File: src/rtl/ysyx_25070198_bus_pkg.sv
// Shared definitions for the two-master SimpleBus arbiter.
// Contents:
//   bus_state_e  - arbiter FSM state (IDLE / GRANT / WAIT / RESP)
//   bus_owner_e  - which master owns the in-flight transaction
//   BUS_ERR_DATA - read data returned with a timeout error response
package ysyx_25070198_bus_pkg;

  typedef enum logic [1:0] {
    ST_IDLE  = 2'd0,
    ST_GRANT = 2'd1,
    ST_WAIT  = 2'd2,
    ST_RESP  = 2'd3
  } bus_state_e;

  typedef enum logic {
    OWN_IFU = 1'b0,
    OWN_LSU = 1'b1
  } bus_owner_e;

  localparam logic [31:0] BUS_ERR_DATA = 32'hDEAD_BEEF;

endpackage

File: src/rtl/ysyx_25070198_bus_arbiter.sv
// Two-master (IFU fetch, LSU data) to one-slave SimpleBus arbiter.
// One transaction is in flight at a time: the winning request is latched in
// IDLE, presented to the slave in GRANT, the response is awaited in WAIT and
// returned to the owning master as a one-cycle pulse in RESP. A slave that
// stalls for too long is turned into an error response.
//
// Handshake rules: a request transfers on a cycle where reqValid and reqReady
// are both 1; masters hold reqValid and their fields until then. reqReady is
// combinational and only ever 1 in IDLE, for the selected master. The slave
// accepts on mem_reqValid && mem_reqReady and later returns exactly one
// mem_respValid pulse, which is only honoured in WAIT.
//
// Ports:
//   clk, rst                     clock, asynchronous active-low reset
//   ifu_reqValid/raddr           fetch request in; ifu_reqReady accept out
//   ifu_respValid/rdata/err      fetch response out
//   lsu_reqValid/addr/wen/wdata/wmask  data request in; lsu_reqReady out
//   lsu_respValid/rdata/err      data response out
//   mem_reqValid/addr/wen/wdata/wmask  slave request out; mem_reqReady in
//   mem_respValid/rdata          slave response in
//   dbg_state_o                  current FSM state, for observation only
module ysyx_25070198_bus_arbiter
  import ysyx_25070198_bus_pkg::*;
#(
  parameter int ADDR_W         = 32,
  parameter int DATA_W         = 32,
  parameter int TIMEOUT_CYCLES = 255
) (
  input  logic              clk,
  input  logic              rst,
  // IFU fetch port
  input  logic              ifu_reqValid,
  input  logic [ADDR_W-1:0] ifu_raddr,
  output logic              ifu_reqReady,
  output logic              ifu_respValid,
  output logic [DATA_W-1:0] ifu_rdata,
  output logic              ifu_err,
  // LSU data port
  input  logic              lsu_reqValid,
  input  logic [ADDR_W-1:0] lsu_addr,
  input  logic              lsu_wen,
  input  logic [DATA_W-1:0] lsu_wdata,
  input  logic [3:0]        lsu_wmask,
  output logic              lsu_reqReady,
  output logic              lsu_respValid,
  output logic [DATA_W-1:0] lsu_rdata,
  output logic              lsu_err,
  // Memory slave port
  output logic              mem_reqValid,
  output logic [ADDR_W-1:0] mem_addr,
  output logic              mem_wen,
  output logic [DATA_W-1:0] mem_wdata,
  output logic [3:0]        mem_wmask,
  input  logic              mem_reqReady,
  input  logic              mem_respValid,
  input  logic [DATA_W-1:0] mem_rdata,
  // Debug
  output bus_state_e        dbg_state_o
);

  // Wide enough to hold TIMEOUT_CYCLES-2 without wrapping before it fires.
  localparam int          CNT_W     = $clog2(TIMEOUT_CYCLES + 2) + 1;
  localparam logic [31:0] TIMEOUT_U = 32'(TIMEOUT_CYCLES);

  // ---------------------------------------------------------------------------
  // State and registered outputs
  // ---------------------------------------------------------------------------
  bus_state_e        state_q, state_d;
  bus_owner_e        owner_q, owner_d;
  logic [CNT_W-1:0]  cnt_q, cnt_d;

  logic [ADDR_W-1:0] addr_q, addr_d;
  logic              wen_q, wen_d;
  logic [DATA_W-1:0] wdata_q, wdata_d;
  logic [3:0]        wmask_q, wmask_d;
  logic              mem_req_q, mem_req_d;

  logic              ifu_resp_q, ifu_resp_d;
  logic              lsu_resp_q, lsu_resp_d;
  logic              ifu_err_q, ifu_err_d;
  logic              lsu_err_q, lsu_err_d;
  logic [DATA_W-1:0] ifu_rdata_q, ifu_rdata_d;
  logic [DATA_W-1:0] lsu_rdata_q, lsu_rdata_d;

  // ---------------------------------------------------------------------------
  // Arbitration: fixed priority, LSU over IFU. Gated by rst so no master sees
  // an accept while the arbiter is held in reset.
  // ---------------------------------------------------------------------------
  logic lsu_grant, ifu_grant;

  assign lsu_grant = rst && (state_q == ST_IDLE) && lsu_reqValid;
  assign ifu_grant = rst && (state_q == ST_IDLE) && ifu_reqValid && !lsu_reqValid;

  // cnt_q counts completed GRANT/WAIT cycles since the accept. Firing when
  // cnt_q + 2 reaches the limit puts the error pulse exactly TIMEOUT_CYCLES
  // cycles after the accept cycle. A limit of 0 disables the check.
  logic [31:0] cnt_ext;
  logic        timeout_hit;

  assign cnt_ext     = {{(32-CNT_W){1'b0}}, cnt_q};
  assign timeout_hit = (TIMEOUT_U != 32'd0) && ((cnt_ext + 32'd2) >= TIMEOUT_U);

  // Response selection shared by the normal and timeout paths.
  logic              resp_go;
  logic              resp_err;
  logic [DATA_W-1:0] resp_data;

  always_comb begin
    state_d     = state_q;
    owner_d     = owner_q;
    cnt_d       = cnt_q;
    addr_d      = addr_q;
    wen_d       = wen_q;
    wdata_d     = wdata_q;
    wmask_d     = wmask_q;
    mem_req_d   = 1'b0;
    ifu_resp_d  = 1'b0;
    lsu_resp_d  = 1'b0;
    ifu_err_d   = 1'b0;
    lsu_err_d   = 1'b0;
    ifu_rdata_d = ifu_rdata_q;
    lsu_rdata_d = lsu_rdata_q;
    resp_go     = 1'b0;
    resp_err    = 1'b0;
    resp_data   = '0;

    unique case (state_q)
      ST_IDLE: begin
        if (lsu_grant) begin
          owner_d   = OWN_LSU;
          addr_d    = lsu_addr;
          wen_d     = lsu_wen;
          wdata_d   = lsu_wdata;
          wmask_d   = lsu_wmask;
          cnt_d     = '0;
          mem_req_d = 1'b1;
          state_d   = ST_GRANT;
        end else if (ifu_grant) begin
          // Fetches are always reads: no write enable, no byte lanes.
          owner_d   = OWN_IFU;
          addr_d    = ifu_raddr;
          wen_d     = 1'b0;
          wdata_d   = '0;
          wmask_d   = 4'h0;
          cnt_d     = '0;
          mem_req_d = 1'b1;
          state_d   = ST_GRANT;
        end
      end

      ST_GRANT: begin
        cnt_d = cnt_q + CNT_W'(1);
        if (timeout_hit) begin
          resp_go   = 1'b1;
          resp_err  = 1'b1;
          resp_data = DATA_W'(BUS_ERR_DATA);
        end else if (mem_reqReady) begin
          state_d = ST_WAIT;
        end else begin
          mem_req_d = 1'b1;
        end
      end

      ST_WAIT: begin
        cnt_d = cnt_q + CNT_W'(1);
        // A real response beats a timeout landing on the same cycle.
        if (mem_respValid) begin
          resp_go   = 1'b1;
          resp_data = mem_rdata;
        end else if (timeout_hit) begin
          resp_go   = 1'b1;
          resp_err  = 1'b1;
          resp_data = DATA_W'(BUS_ERR_DATA);
        end
      end

      ST_RESP: begin
        state_d = ST_IDLE;
      end

      default: begin
        state_d = ST_IDLE;
      end
    endcase

    // Only the owner's response registers change; the other master's rdata
    // keeps its last value and its valid/err stay low.
    if (resp_go) begin
      state_d = ST_RESP;
      if (owner_q == OWN_LSU) begin
        lsu_resp_d  = 1'b1;
        lsu_err_d   = resp_err;
        lsu_rdata_d = resp_data;
      end else begin
        ifu_resp_d  = 1'b1;
        ifu_err_d   = resp_err;
        ifu_rdata_d = resp_data;
      end
    end
  end

  always_ff @(posedge clk or negedge rst) begin
    if (!rst) begin
      state_q     <= ST_IDLE;
      owner_q     <= OWN_IFU;
      cnt_q       <= '0;
      addr_q      <= '0;
      wen_q       <= 1'b0;
      wdata_q     <= '0;
      wmask_q     <= 4'h0;
      mem_req_q   <= 1'b0;
      ifu_resp_q  <= 1'b0;
      lsu_resp_q  <= 1'b0;
      ifu_err_q   <= 1'b0;
      lsu_err_q   <= 1'b0;
      ifu_rdata_q <= '0;
      lsu_rdata_q <= '0;
    end else begin
      state_q     <= state_d;
      owner_q     <= owner_d;
      cnt_q       <= cnt_d;
      addr_q      <= addr_d;
      wen_q       <= wen_d;
      wdata_q     <= wdata_d;
      wmask_q     <= wmask_d;
      mem_req_q   <= mem_req_d;
      ifu_resp_q  <= ifu_resp_d;
      lsu_resp_q  <= lsu_resp_d;
      ifu_err_q   <= ifu_err_d;
      lsu_err_q   <= lsu_err_d;
      ifu_rdata_q <= ifu_rdata_d;
      lsu_rdata_q <= lsu_rdata_d;
    end
  end

  // ---------------------------------------------------------------------------
  // Outputs
  // ---------------------------------------------------------------------------
  assign ifu_reqReady  = ifu_grant;
  assign lsu_reqReady  = lsu_grant;

  assign ifu_respValid = ifu_resp_q;
  assign ifu_rdata     = ifu_rdata_q;
  assign ifu_err       = ifu_err_q;

  assign lsu_respValid = lsu_resp_q;
  assign lsu_rdata     = lsu_rdata_q;
  assign lsu_err       = lsu_err_q;

  assign mem_reqValid  = mem_req_q;
  assign mem_addr      = addr_q;
  assign mem_wen       = wen_q;
  assign mem_wdata     = wdata_q;
  assign mem_wmask     = wmask_q;

  assign dbg_state_o   = state_q;

endmodule

File: config.mk
export PLATFORM = sky130hd
export DESIGN_NAME = ysyx_25070198_bus_arbiter
export DESIGN_NICKNAME = d
export VERILOG_FILES = /design/src/rtl/ysyx_25070198_bus_pkg.sv /design/src/rtl/ysyx_25070198_bus_arbiter.sv
export SDC_FILE = /design/constraint.sdc
export NUM_CORES = 1
export LEC_CHECK = 0
export CAP_MARGIN = 20
export CELL_PAD_IN_SITES_DETAIL_PLACEMENT = 1
export CELL_PAD_IN_SITES_GLOBAL_PLACEMENT = 2
export CORE_UTILIZATION = 29
export DETAILED_ROUTE_END_ITERATION = 6
export GPL_TIMING_DRIVEN = 0
export MAX_ROUTING_LAYER = met4
export PLACE_DENSITY_LB_ADDON = 0.05
export SYNTH_ARGS = -nofsm -noshare
export SYNTH_HDL_FRONTEND = slang
export SYNTH_SLANG_ARGS = --single-unit
export TNS_END_PERCENT = 20
File: constraint.sdc
create_clock -name clk -period 4.2 [get_ports clk]
set_input_delay 0.84 -clock clk [delete_from_list [all_inputs] [get_ports clk]]
set_output_delay 0.84 -clock clk [all_outputs]
set_load 0.02 [all_outputs]
==> results.py <==
metrics = {
    "sta": {
        "fin_crit_ps": 3940,
        "rsz0062_at_grt": "false",
        "setup_viol": 0,
        "maxSlewHeadroom_pct": 46.7,
        "finalHoldViolCount": 0,
        "fin_crit_sh_pct": 93.8,
        "layout_setup_ws_ps": 260,
        "skew_ps": 10.5,
        "finalMaxSlewViolations": 0,
        "worst_pin_slew_ps": 799,
        "fmax_mhz": 254,
    },
    "die": {
        "initial_core_util_pct": 29.5,
        "std_cell_rows": 55,
        "die_h_um": 154,
        "fp.dieW_um": 154,
        "core_region_area_sq_um": 22600,
        "die_area_sq_um": 23600,
        "ios": 281,
    },
    "power": {
        "pwr-share-seq_pct": 33.1,
        "power_density_nw_per_um2": 728,
        "intPower_mw": 4.73,
        "p_leak_nw": 4.59,
        "switchingPower_mw": 2.84,
        "ir_worst_vdd_mv": 0.263,
        "p_clk_share_pct": 19.1,
        "power_frac_comb_pct": 47.8,
        "swShare_pct": 37.5,
    },
    "synth": {
        "synth_area_leaders": "dfrtp_1 (57%), mux2_4 (9.0%), mux2i_1 (5.0%)",
        "synth_seq_cells": 151,
        "synth_seq_area_share_pct": 56.7,
        "synth_top_area_share_pct": 56.7,
        "synthArstFlopShare_pct": 100,
        "synth_top_flop_cell": "dfrtp_1",
        "synth_area_sq_um": 6670,
        "yosys.area.top_type": "dfrtp_1",
        "synth.distinct_cells": 49,
        "synthCells": 518,
        "synth_edf_count": 0,
        "synth_warnings": 0,
        "avgSynthCellArea_sq_um": 12.9,
        "synth_nets": 666,
    },
    "placed_design": {
        "numPortBuffers": 279,
        "gp_congestion": 0.797,
        "dpl.cell_count": 1083,
        "place_ws_ps": -94.0,
        "dp_hpwl_mm": 16.5,
    },
    "global_routing": {
        "antenna_found_initial": 0,
        "grt_first_pass_wirelength_mm": 35.4,
        "grt_max_degree": 92,
        "grt_pass1_vias": 6078,
        "gr-total-overflow": 0,
        "grt.total_usage_pct": 20.2,
    },
    "worst_setup_path": {
        "worstPathRequired_ps": 3360,
        "cp.arrival_ps": 3100,
        "cp-start-kind": "primary input",
        "criticalPathCategory": "primary input to primary output",
        "crit_path_end_kind": "primary output",
        "cp_max_fo": 64,
    },
    "route": {
        "wl_met3_mm": 1.80,
        "vias_per_cell": 4.77,
        "vias": 5319,
        "drc": 0,
        "dr.max_layer_used": "met4",
        "drtIter0Drc": 199,
        "drtAntennaViolNets": 0,
        "first_pass_iters": 4,
        "wl_met2_mm": 10.7,
        "wl_per_cell_um": 19.8,
        "wirelength_mm": 22.1,
        "wl_met1_mm": 9.40,
    },
    "layout": {
        "nets": 965,
        "layout_common_cells": "clkdlybuf4s50_1 (278), dfrtp_1 (151), mux2_4 (40)",
        "drive_above_1_share_pct": 13.1,
        "final_common_cell": "clkdlybuf4s50_1",
        "syn_to_final_growth_pct": 55.9,
        "instances_no_fill": 1115,
        "n_antenna_cell": 0,
    },
    "outcome": {
        "status": "finished, final reports clean",
    },
    "flow_run": {
        "maxCapViolations": 0,
    },
    "worst_hold_path": {
        "hp-class": "primary input to async pin",
    },
    "clock_network": {
        "tritoncts": "built",
        "h-tree-depth": 4,
        "path_clk_slew_ps": 70,
        "clkLatencyLatePin_ps": 420,
        "postCtsHoldBufs": 0,
        "clockBufferDepth": 2,
        "cts_made_buffers": 17,
        "clock_sinks": 151,
        "root_buffer": "clkbuf_16",
    },
}
-- synthesized netlist by cell type (all sizes together), types with 3 or more instances --
cell,instances
dfrtp,151
nand3,14
nand2,38
a22o,37
and3,12
a21oi,4
mux2,49
o21ai,39
mux2i,33
a21bo,8
inv,11
xor2,4
or2,3
a21o,9
nand3b,24
clkbuf,25
buf,9
nor2,13
ha,9
-- metrics by stage --
step	hold slack, ps	util [%]	power [mW]	area [sq um]	TNS [ps]
4_1_cts	426	46.0	7.67	10400	0
6_report	422	46.0	7.57	10400	0
3_3_place_gp	463	43.5	6.08	9810	-1076980
2_1_floorplan	510	-	4.34	6670	0
3_5_place_dp	466	43.6	6.17	9840	-94.0
5_1_grt	443	46.0	8.01	10400	0
-- path summary, 6_finish.rpt --
check,startpoint,endpoint,slack (ps),cells past startpoint
worst max-delay path,rst,lsu_reqReady,260,5
worst min-delay path,rst,ifu_rdata[24],420,1
worst max register to register,dbg_state_o[0],mem_addr[24],1540,7
worst min register to register,lsu_rdata[24],lsu_rdata[24],480,1
max in group asynchronous,rst,cnt_q[9],2850,2
min in group clk,lsu_rdata[24],lsu_rdata[24],480,1
-- logic make-up (layout without fill, tap and decap cells) --
family	count (synthesis)	in the layout	synth area share [%]
muxes	82	82	15.5
xor gates and xnor gates	6	6	0.788
and+or+nand+nor	114	114	9.20
DFF	151	151	56.7
adders and majority gates	9	9	1.69
buffers and inverters	46	358	3.72
AOI/OAI and AO/OA	110	110	12.4
-- per-layer routing --
metal  up-vias  GRT usage (%)
li1       2451              -
met1      2663           23.7
met2       191           32.6
met3        14           7.95
met4         0           4.33
met5         -              -
-- sequential cells by signal, summed over array words and instances (netlist names) --
register,flops
ifu_rdata,32
lsu_rdata,32
mem_addr,32
mem_wdata,32
cnt_q,10
mem_wmask,4
dbg_state_o,2
ifu_err,1
ifu_respValid,1
lsu_err,1
lsu_respValid,1
mem_reqValid,1
mem_wen,1
owner_q,1
-- critical path, stage by stage --
cell and delay [ps]:
buf_6 470, and3_1 250, clkbuf_1 430, clkbuf_2 400, clkdlybuf4s50_1 680
-- area by class of cell --
class	count	area (sq um)
flip-flops and latches	151	3780
clock buffers	18	429
plain buffers	34	204
fillers	2381	12200
well taps	285	357
inverters	12	45.0
multi-input cells	321	2640
repair buffers	280	2820
clock inverters	14	118
-- power by group through the flow --
stage	sequential, mW	clock [mW]	combinational, mW
2_1_floorplan	3.21	0	1.13
3_3_place_gp	2.49	0	3.59
3_5_place_dp	2.52	0	3.65
4_1_cts	2.51	1.49	3.67
5_1_grt	2.59	1.54	3.87
6_report	2.51	1.44	3.62
-- repair_timing --
| item | CTS | global route |
|---|---|---|
| resized for setup | 1 | 0 |
| setup buffers | 0 | 0 |
| endpoints found under the setup margin | 1 | 0 |
Power figures use the tool's default switching activity.
